--- src/rtl/pipe_stage_reg_pkg.sv ---
// Shared constants for the MIPS inter-stage pipeline registers.
// Provides the NOP encoding, the $zero register number, default widths
// and a helper for locating a lane inside a packed multi-lane bus.
package pipe_pkg;

   localparam int unsigned DEF_DATA_W   = 32;
   localparam int unsigned DEF_ADDR_W   = 5;
   localparam int unsigned DEF_NUM_OPND = 2;
   localparam int unsigned IR_W         = 32;

   // Register number of $zero; a write to it never carries a real value.
   localparam int unsigned REG_ZERO = 0;

   // All-zero instruction word decodes as sll $0,$0,0, i.e. a NOP.
   localparam logic [IR_W-1:0] NOP_IR = 32'h0000_0000;

   // Low bit index of lane 'lane' in a bus built from 'width'-bit lanes.
   function automatic int unsigned lane_lo(input int unsigned lane, input int unsigned width);
      return lane * width;
   endfunction

endpackage

--- src/rtl/pipe_stage_reg_opnd_hold_slot.sv ---
// One operand lane of a pipeline register: the operand value and the
// register number it was read from.  While the stage is held, the value
// is refreshed from the snoop bus whenever that bus writes the lane's
// source register, so results forwarded during a long stall are kept.
module opnd_hold_slot
   import pipe_pkg::*;
#(
   parameter int unsigned DATA_W        = DEF_DATA_W,
   parameter int unsigned ADDR_W        = DEF_ADDR_W,
   parameter int unsigned SNOOP_ON_HOLD = 1
) (
   input  logic              clk,
   input  logic              reset,
   input  logic              stall,
   input  logic              flush,
   input  logic              hold_valid,
   input  logic              snp_we,
   input  logic [ADDR_W-1:0] snp_addr,
   input  logic [DATA_W-1:0] snp_data,
   input  logic [DATA_W-1:0] opnd_in,
   input  logic [ADDR_W-1:0] src_in,
   output logic [DATA_W-1:0] opnd_out,
   output logic [ADDR_W-1:0] src_out
);

   logic [DATA_W-1:0] opnd_q, opnd_d;
   logic [ADDR_W-1:0] src_q, src_d;
   logic              snoop_hit;

   // Next lane contents: flush clears, hold keeps (or snoops), otherwise load.
   always_comb begin
      opnd_d    = opnd_q;
      src_d     = src_q;
      snoop_hit = (SNOOP_ON_HOLD != 0) && hold_valid && snp_we &&
                  (snp_addr != ADDR_W'(REG_ZERO)) && (snp_addr == src_q);
      if (flush) begin
         opnd_d = '0;
         src_d  = '0;
      end else if (stall) begin
         if (snoop_hit) begin
            opnd_d = snp_data;
         end
      end else begin
         opnd_d = opnd_in;
         src_d  = src_in;
      end
   end

   // Lane state register; reset empties the lane immediately.
   always_ff @(posedge clk or negedge reset) begin
      if (!reset) begin
         opnd_q <= '0;
         src_q  <= '0;
      end else begin
         opnd_q <= opnd_d;
         src_q  <= src_d;
      end
   end

   assign opnd_out = opnd_q;
   assign src_out  = src_q;

endmodule

--- src/rtl/pipe_stage_reg.sv ---
// Parametrised inter-stage register for the 5-stage MIPS core (D/E, E/M,
// M/W).  Carries IR, PC+4, immediate, NUM_OPND operand lanes and the
// write-back tag, plus a valid bit.  flush inserts a bubble and beats
// stall; stall holds everything except operand lanes, which snoop the
// forwarding bus.
// Optional performance counters: define PIPE_STAGE_PERF_CNT_EN to build
// stall_cnt / bubble_cnt; otherwise both outputs read 0.
module pipe_stage_reg
   import pipe_pkg::*;
#(
   parameter int unsigned DATA_W        = DEF_DATA_W,
   parameter int unsigned NUM_OPND      = DEF_NUM_OPND,
   parameter int unsigned ADDR_W        = DEF_ADDR_W,
   parameter int unsigned SNOOP_ON_HOLD = 1
) (
   input  logic                       clk,
   input  logic                       reset,
   input  logic                       stall,
   input  logic                       flush,
   input  logic                       valid_in,
   input  logic [IR_W-1:0]            ir_in,
   input  logic [DATA_W-1:0]          pc4_in,
   input  logic [DATA_W-1:0]          ext_in,
   input  logic [NUM_OPND*DATA_W-1:0] opnd_in,
   input  logic [NUM_OPND*ADDR_W-1:0] opnd_src_in,
   input  logic [ADDR_W-1:0]          fwd_addr_in,
   input  logic [DATA_W-1:0]          fwd_data_in,
   input  logic                       fwd_rdy_in,
   input  logic                       snp_we,
   input  logic [ADDR_W-1:0]          snp_addr,
   input  logic [DATA_W-1:0]          snp_data,
   output logic                       valid_out,
   output logic [IR_W-1:0]            ir_out,
   output logic [DATA_W-1:0]          pc4_out,
   output logic [DATA_W-1:0]          ext_out,
   output logic [NUM_OPND*DATA_W-1:0] opnd_out,
   output logic [NUM_OPND*ADDR_W-1:0] opnd_src_out,
   output logic [ADDR_W-1:0]          fwd_addr_out,
   output logic [DATA_W-1:0]          fwd_data_out,
   output logic                       fwd_rdy_out,
   output logic [31:0]                stall_cnt,
   output logic [31:0]                bubble_cnt
);

   logic              valid_q, valid_d;
   logic [IR_W-1:0]   ir_q, ir_d;
   logic [DATA_W-1:0] pc4_q, pc4_d;
   logic [DATA_W-1:0] ext_q, ext_d;
   logic [ADDR_W-1:0] fwd_addr_q, fwd_addr_d;
   logic [DATA_W-1:0] fwd_data_q, fwd_data_d;
   logic              fwd_rdy_q, fwd_rdy_d;

   // Next value of the non-lane fields.  The write-back tag belongs to this
   // stage's own instruction, so it is never touched by the snoop bus.
   always_comb begin
      valid_d    = valid_q;
      ir_d       = ir_q;
      pc4_d      = pc4_q;
      ext_d      = ext_q;
      fwd_addr_d = fwd_addr_q;
      fwd_data_d = fwd_data_q;
      fwd_rdy_d  = fwd_rdy_q;
      if (flush) begin
         valid_d    = 1'b0;
         ir_d       = NOP_IR;
         pc4_d      = '0;
         ext_d      = '0;
         fwd_addr_d = '0;
         fwd_data_d = '0;
         fwd_rdy_d  = 1'b0;
      end else if (!stall) begin
         valid_d    = valid_in;
         ir_d       = ir_in;
         pc4_d      = pc4_in;
         ext_d      = ext_in;
         fwd_addr_d = fwd_addr_in;
         fwd_data_d = fwd_data_in;
         fwd_rdy_d  = fwd_rdy_in;
      end
   end

   // Non-lane field registers; reset drops held contents at once.
   always_ff @(posedge clk or negedge reset) begin
      if (!reset) begin
         valid_q    <= 1'b0;
         ir_q       <= NOP_IR;
         pc4_q      <= '0;
         ext_q      <= '0;
         fwd_addr_q <= '0;
         fwd_data_q <= '0;
         fwd_rdy_q  <= 1'b0;
      end else begin
         valid_q    <= valid_d;
         ir_q       <= ir_d;
         pc4_q      <= pc4_d;
         ext_q      <= ext_d;
         fwd_addr_q <= fwd_addr_d;
         fwd_data_q <= fwd_data_d;
         fwd_rdy_q  <= fwd_rdy_d;
      end
   end

   assign valid_out    = valid_q;
   assign ir_out       = ir_q;
   assign pc4_out      = pc4_q;
   assign ext_out      = ext_q;
   assign fwd_addr_out = fwd_addr_q;
   assign fwd_data_out = fwd_data_q;
   assign fwd_rdy_out  = fwd_rdy_q;

   // One independent hold/snoop slot per operand lane.
   generate
      for (genvar gi = 0; gi < NUM_OPND; gi++) begin : g_lane
         localparam int unsigned LO_D = lane_lo(gi, DATA_W);
         localparam int unsigned LO_A = lane_lo(gi, ADDR_W);
         opnd_hold_slot #(
            .DATA_W        (DATA_W),
            .ADDR_W        (ADDR_W),
            .SNOOP_ON_HOLD (SNOOP_ON_HOLD)
         ) u_slot (
            .clk        (clk),
            .reset      (reset),
            .stall      (stall),
            .flush      (flush),
            .hold_valid (valid_q),
            .snp_we     (snp_we),
            .snp_addr   (snp_addr),
            .snp_data   (snp_data),
            .opnd_in    (opnd_in[LO_D +: DATA_W]),
            .src_in     (opnd_src_in[LO_A +: ADDR_W]),
            .opnd_out   (opnd_out[LO_D +: DATA_W]),
            .src_out    (opnd_src_out[LO_A +: ADDR_W])
         );
      end
   endgenerate

`ifdef PIPE_STAGE_PERF_CNT_EN
   logic [31:0] stall_cnt_q, stall_cnt_d;
   logic [31:0] bubble_cnt_q, bubble_cnt_d;

   // Count bubbles and stalls of a live slot; both wrap naturally at 2^32.
   always_comb begin
      stall_cnt_d  = stall_cnt_q;
      bubble_cnt_d = bubble_cnt_q;
      if (flush) begin
         bubble_cnt_d = bubble_cnt_q + 32'd1;
      end else if (stall && valid_q) begin
         stall_cnt_d = stall_cnt_q + 32'd1;
      end
   end

   // Counter registers.
   always_ff @(posedge clk or negedge reset) begin
      if (!reset) begin
         stall_cnt_q  <= '0;
         bubble_cnt_q <= '0;
      end else begin
         stall_cnt_q  <= stall_cnt_d;
         bubble_cnt_q <= bubble_cnt_d;
      end
   end

   assign stall_cnt  = stall_cnt_q;
   assign bubble_cnt = bubble_cnt_q;
`else
   assign stall_cnt  = 32'd0;
   assign bubble_cnt = 32'd0;
`endif

endmodule

--- config.mk ---
export PLATFORM = sky130hd
export DESIGN_NAME = pipe_stage_reg
export DESIGN_NICKNAME = d
export VERILOG_FILES = /design/src/rtl/pipe_stage_reg_pkg.sv /design/src/rtl/pipe_stage_reg_opnd_hold_slot.sv /design/src/rtl/pipe_stage_reg.sv
export SDC_FILE = /design/constraint.sdc
export NUM_CORES = 1
export LEC_CHECK = 0
export CAP_MARGIN = 20
export CELL_PAD_IN_SITES_DETAIL_PLACEMENT = 1
export CELL_PAD_IN_SITES_GLOBAL_PLACEMENT = 1
export CORE_AREA = 4 4 203 205
export CTS_BUF_LIST = sky130_fd_sc_hd__clkbuf_16
export DETAILED_ROUTE_END_ITERATION = 12
export DIE_AREA = 0 0 207 209
export MAX_ROUTING_LAYER = met4
export PLACE_DENSITY = 0.72
export SLEW_MARGIN = 20
export SYNTH_ARGS = -nofsm -noshare
export SYNTH_HDL_FRONTEND = slang
export SYNTH_HIERARCHICAL = 1
export SYNTH_SLANG_ARGS = --single-unit
--- constraint.sdc ---
create_clock -name clk -period 2 [get_ports clk]
set_input_delay 0.4 -clock clk [delete_from_list [all_inputs] [get_ports clk]]
set_output_delay 0.4 -clock clk [all_outputs]
set_load 0.02 [all_outputs]
== Word level (Yosys, flattened, before mapping) ==
Cells that the tools add are included.
Storage, ports and cells
  bits in registers: 209
  input port bits: 251
  output and inout bits: 273
  logic and storage cells: 45
Cells by class
  equality and inequality tests: 5
  multiplexer cells: 24
  reduce and logical (&&, ||, !) cells: 5
Operators by type and width (number)
  $mux W32: 14
  $mux W5: 6
  $eq A5 B5 Y1: 2
  $ne A3 B1 Y1 const B: 2
  $reduce_bool A5 Y1: 1
  $logic_and A1 B1 Y1: 4
  $mux W1: 4
  $ne A2 B1 Y1 const B: 1

== Depth between registers and ports, before layout ==
  word-level depth: 6
  gate-level depth with buffers: 5
  depth with buffers taken out: 4

== Cells and area by module ==
The synthesis kept the hierarchy.
Modules (own cells, without submodules)
  pipe_stage_reg: times used 1, cells each 500, area an instance 5920.7 um^2, sequential area each 3378.2 um^2
  opnd_hold_slot: times used 2, cells each 166, area an instance 1963.1 um^2, sequential area each 925.9 um^2

== Least setup slack after synthesis ==
OpenSTA, ideal clock, no wires.
  path kind: input port to flip-flop
  start point: in snp_addr[0]
  end point: reg g_lane[0].u_slot.opnd_q[10]
  setup time: 0.125 ns
  arrival: 1.627 ns
  required time: 1.875 ns
  setup slack: 0.248 ns
  stages: 5
  path buffers: 1
  path through: nor4_1 o21bai_1 a311oi_4 buf_6 mux2_2
On the way
  word-level cells in the longest chain between the ends: 4
  elaborated cells on any way between the ends: 5
  those cells by class: eq/ne: 2; reduce/logical: 3
Ends and longest elaborated chain
  from (decl): RTL line pipe_stage_reg.sv:30  | input logic [ADDR_W-1:0] snp_addr,
  $reduce_bool A5 Y1: RTL line pipe_stage_reg_opnd_hold_slot.sv:35  | (snp_addr != ADDR_W'(REG_ZERO)) && (snp_addr == src_q);
  $logic_and A1 B1 Y1: RTL line pipe_stage_reg_opnd_hold_slot.sv:34  | snoop_hit = (SNOOP_ON_HOLD != 0) && hold_valid && snp_we &&
  $logic_and A1 B1 Y1 *: RTL line pipe_stage_reg_opnd_hold_slot.sv:35
  $ne A3 B1 Y1 (no source line) *
  to (signal assigned): RTL line pipe_stage_reg_opnd_hold_slot.sv:55  | opnd_q <= opnd_d;
  to (decl): RTL line pipe_stage_reg_opnd_hold_slot.sv:26  | logic [DATA_W-1:0] opnd_q, opnd_d;
Every way passes the cells marked *; elsewhere a longest branch is shown, timed or not.
A chain may end at the register's enable or synchronous reset.

== Worst setup path in the final report ==
  start point: reg g_lane[0].u_slot.opnd_q[11]
  end point: out opnd_out[11]
RTL lines
  to (decl): RTL line pipe_stage_reg.sv:36  | output logic [NUM_OPND*DATA_W-1:0] opnd_out,
No word-level cell between the ends.

==> results.cfg <==
[placement]
place.gp.congestion = 0.833
dp_hpwl_um = 25900
dp_cells = 1792
placed_area_um2 = 14900
io_buffers = 459

[routing]
antenna_left = 0
drt-total-wl_um = 33700
dr_total_vias = 7671
wire_per_inst_um = 18.4
first_pass_iters = 4
drc_errors = 0
drtIter0Drc = 268
vias_per_cell = 4.18

[pwr]
vdd_drop_max_uv = 534
power.density_nw_per_um2 = 716
leakage_nw = 7.46
seq_power_share_pct = 41.7
total_power_mw = 11.2
switching_power_mw = 3.14
p_clk_share_pct = 35.3
p_sw_share_pct = 28.1
p_int_mw = 8.05
combPwrFrac_pct = 22.9

[finish]
fin_util_pct = 39.6
final_cells = 1835
n_antenna_cell = 0
drive_gt1_share_pct = 9.39
nNetsFinal = 1545
fillers = 4351
syn_to_final_growth_pct = 58.8
final_area_um2 = 15600

[setup_path]
required_ns = 1.60
crit_family = buffers and inverters
cp.arrival_ns = 1.53
slowest_stage = clkdlybuf4s50_1
slowest_delay_ns = 0.65
critPathBufInv = 1
start_kind = flop
crit_cells = 1
path_class = reg2out
path_cells = clkdlybuf4s50_1
cp_max_fo = 2
rr_worst_depth = 5
critPathCaptureType = output port

[yosys]
avgSynthCellArea_um2 = 11.8
ys.warnings.count = 6
seq_area_frac_synth_pct = 53.1
synth_cells = 832
async_reset_ff_share_pct = 100
ys_types = 18
synth-edff-count = 0
ys_seq_elements = 209
synthesis.area_um2 = 9850
ys.flop_type = dfrtp_1

[timing]
finalHoldViolCount = 0
period_share_pct = 96.7
max_freq_ghz = 0.517
slew_viol_final = 0
period_needed_ns = 1.93
setup_viol = 0
relSlewSlack_pct = 62.1
worstMarginPinSlew_ns = 0.569
rsz0062_at_grt = no
skew_ns = 0.00981
whs_ns = 0.142

[clocking]
cts.sinks = 209
cts_tree = built
post_cts_buffers = 0
h-tree-depth = 1
worstSkewPairLatency_ns = 0.52
cts_root_buf = clkbuf_16
cts.path.max_buffers = 3
cts_buffers = 24
clk_pin_slew_worst_paths_ns = 0.06

[floorplan]
die_h_um = 209
die_x_um = 207
start_util_pct = 25.0
dieArea_um2 = 43300
std_cell_rows = 73
io_pins = 524
coreArea_um2 = 39500

[min_path]
worstHoldPathType = in2reg
worstHoldPathCells = 2

[job]
cap_violations = 0

[global_routing]
grt_max_degree = 106
grt_pass1_wl_um = 52000
antenna_found_initial = 0
overflow = 0
grt_pass1_vias = 8362
grt_usage_pct = 15.4

[run_status]
status = complete, no violations
logic make-up (layout without fill, tap and decap cells):
family	after synthesis	count (layout)	synth area share (%)
other cells	1	64	0.0381
mux	273	273	28.6
flops	209	209	53.1
simple gates	219	219	8.50
buf+inv	118	533	8.39
xor+xnor	8	8	0.712
compound gates	4	4	0.686
registers in the layout (all words and copies together) (netlist names):
signal                  count
fwd_rdy_out                 1
valid_out                   1
ir_out                     32
fwd_addr_out                5
fwd_data_out               32
ext_out                    32
g_lane.u_slot/opnd_out     64
g_lane.u_slot/src_out      10
pc4_out                    32
Yosys cell counts, types with 4 or more instances:
library cell / count / area, um2
buf_4: 73 / 548
mux2i_1: 209 / 2090
mux2_2: 60 / 676
dfrtp_1: 209 / 5230
nor2_1: 209 / 785
nor3_1: 4 / 20.0
mux2_1: 4 / 45.0
buf_6: 12 / 135
buf_2: 15 / 75.1
xor2_1: 8 / 70.1
clkbuf_1: 16 / 60.1
timing repair:
action	4_1_cts	5_1_grt
endpoints found under the setup margin	13	10
gates resized for setup	13	10
endpoints found under the hold margin	40	0
hold buffers	1	0
placed cells by master, fill, tap and decap left out, types with 4 or more instances in the layout:
cell	count
mux2i_1	209
nor2_1	209
dlygate4sd2_1	13
mux2_2	60
nor3_1	4
mux2_1	4
clkdlybuf4s50_1	433
dfrtp_1	209
clkbuf_16	25
xor2_1	8
buf_4	15
clkinv_2	4
buf_12	14
conb_1	64
dlymetal6s2s_1	10
clkinv_1	8
inv_1	7
final cells by class:
type / count / area (um2) / share of cell area (%)
Inverter: 2 / 7.51 / 0.0480
Clock buffer: 25 / 626 / 4.00
Multi-Input combinational cell: 568 / 4030 / 25.8
Clock inverter: 17 / 68.8 / 0.440
Tap cell: 525 / 657 / 4.20
Sequential cell: 209 / 5230 / 33.5
Timing Repair Buffer: 489 / 5020 / 32.1
power by group through the flow:
stage / clock network (mW) / logic (mW) / registers, mW
after global placement: 0 / 2.58 / 4.74
after CTS: 4.15 / 2.61 / 4.68
final: 3.95 / 2.57 / 4.67
after global routing: 4.35 / 2.75 / 4.71
after floorplan: 0 / 0.897 / 5.08
after detailed placement: 0 / 2.61 / 4.75
layer usage:
layer | track usage, % | vias to the layer above | routed length [um]
met5 | - | - | 0
li1 | - | 3573 | -
met3 | 5.21 | 44 | 2740
met4 | 2.96 | 0 | 700
met2 | 25.9 | 309 | 16800
met1 | 18.2 | 3745 | 13500
path summary, 6_finish.rpt:
kind                                                        endpoint                                 startpoint  slack [ns]
setup / recovery                                        opnd_out[11]  g_lane[0].u_slot/opnd_out[11]$_DFFE_PN0P_        0.07
hold / removal               g_lane[1].u_slot/src_out[4]$_DFFE_PN0P_                                      flush        0.14
setup reg to reg           g_lane[0].u_slot/opnd_out[14]$_DFFE_PN0P_    g_lane[0].u_slot/src_out[1]$_DFFE_PN0P_        0.23
hold reg to reg            g_lane[1].u_slot/opnd_out[21]$_DFFE_PN0P_  g_lane[1].u_slot/opnd_out[21]$_DFFE_PN0P_        0.50
max in group asynchronous                    ext_out[30]$_DFFE_PN0P_                                      reset        0.89
min in group asynchronous                    pc4_out[11]$_DFFE_PN0P_                                      reset        0.44
metrics by stage:
stage	setup slack, ns	TNS, ns
finish	0.0650	0
global route	0.000960	0
CTS	0.0000578	0
detailed placement	-0.420	-25.94
global placement	-0.388	-23.82
floorplan	0.248	0
No activity file was read; power rests on OpenSTA's default activity.
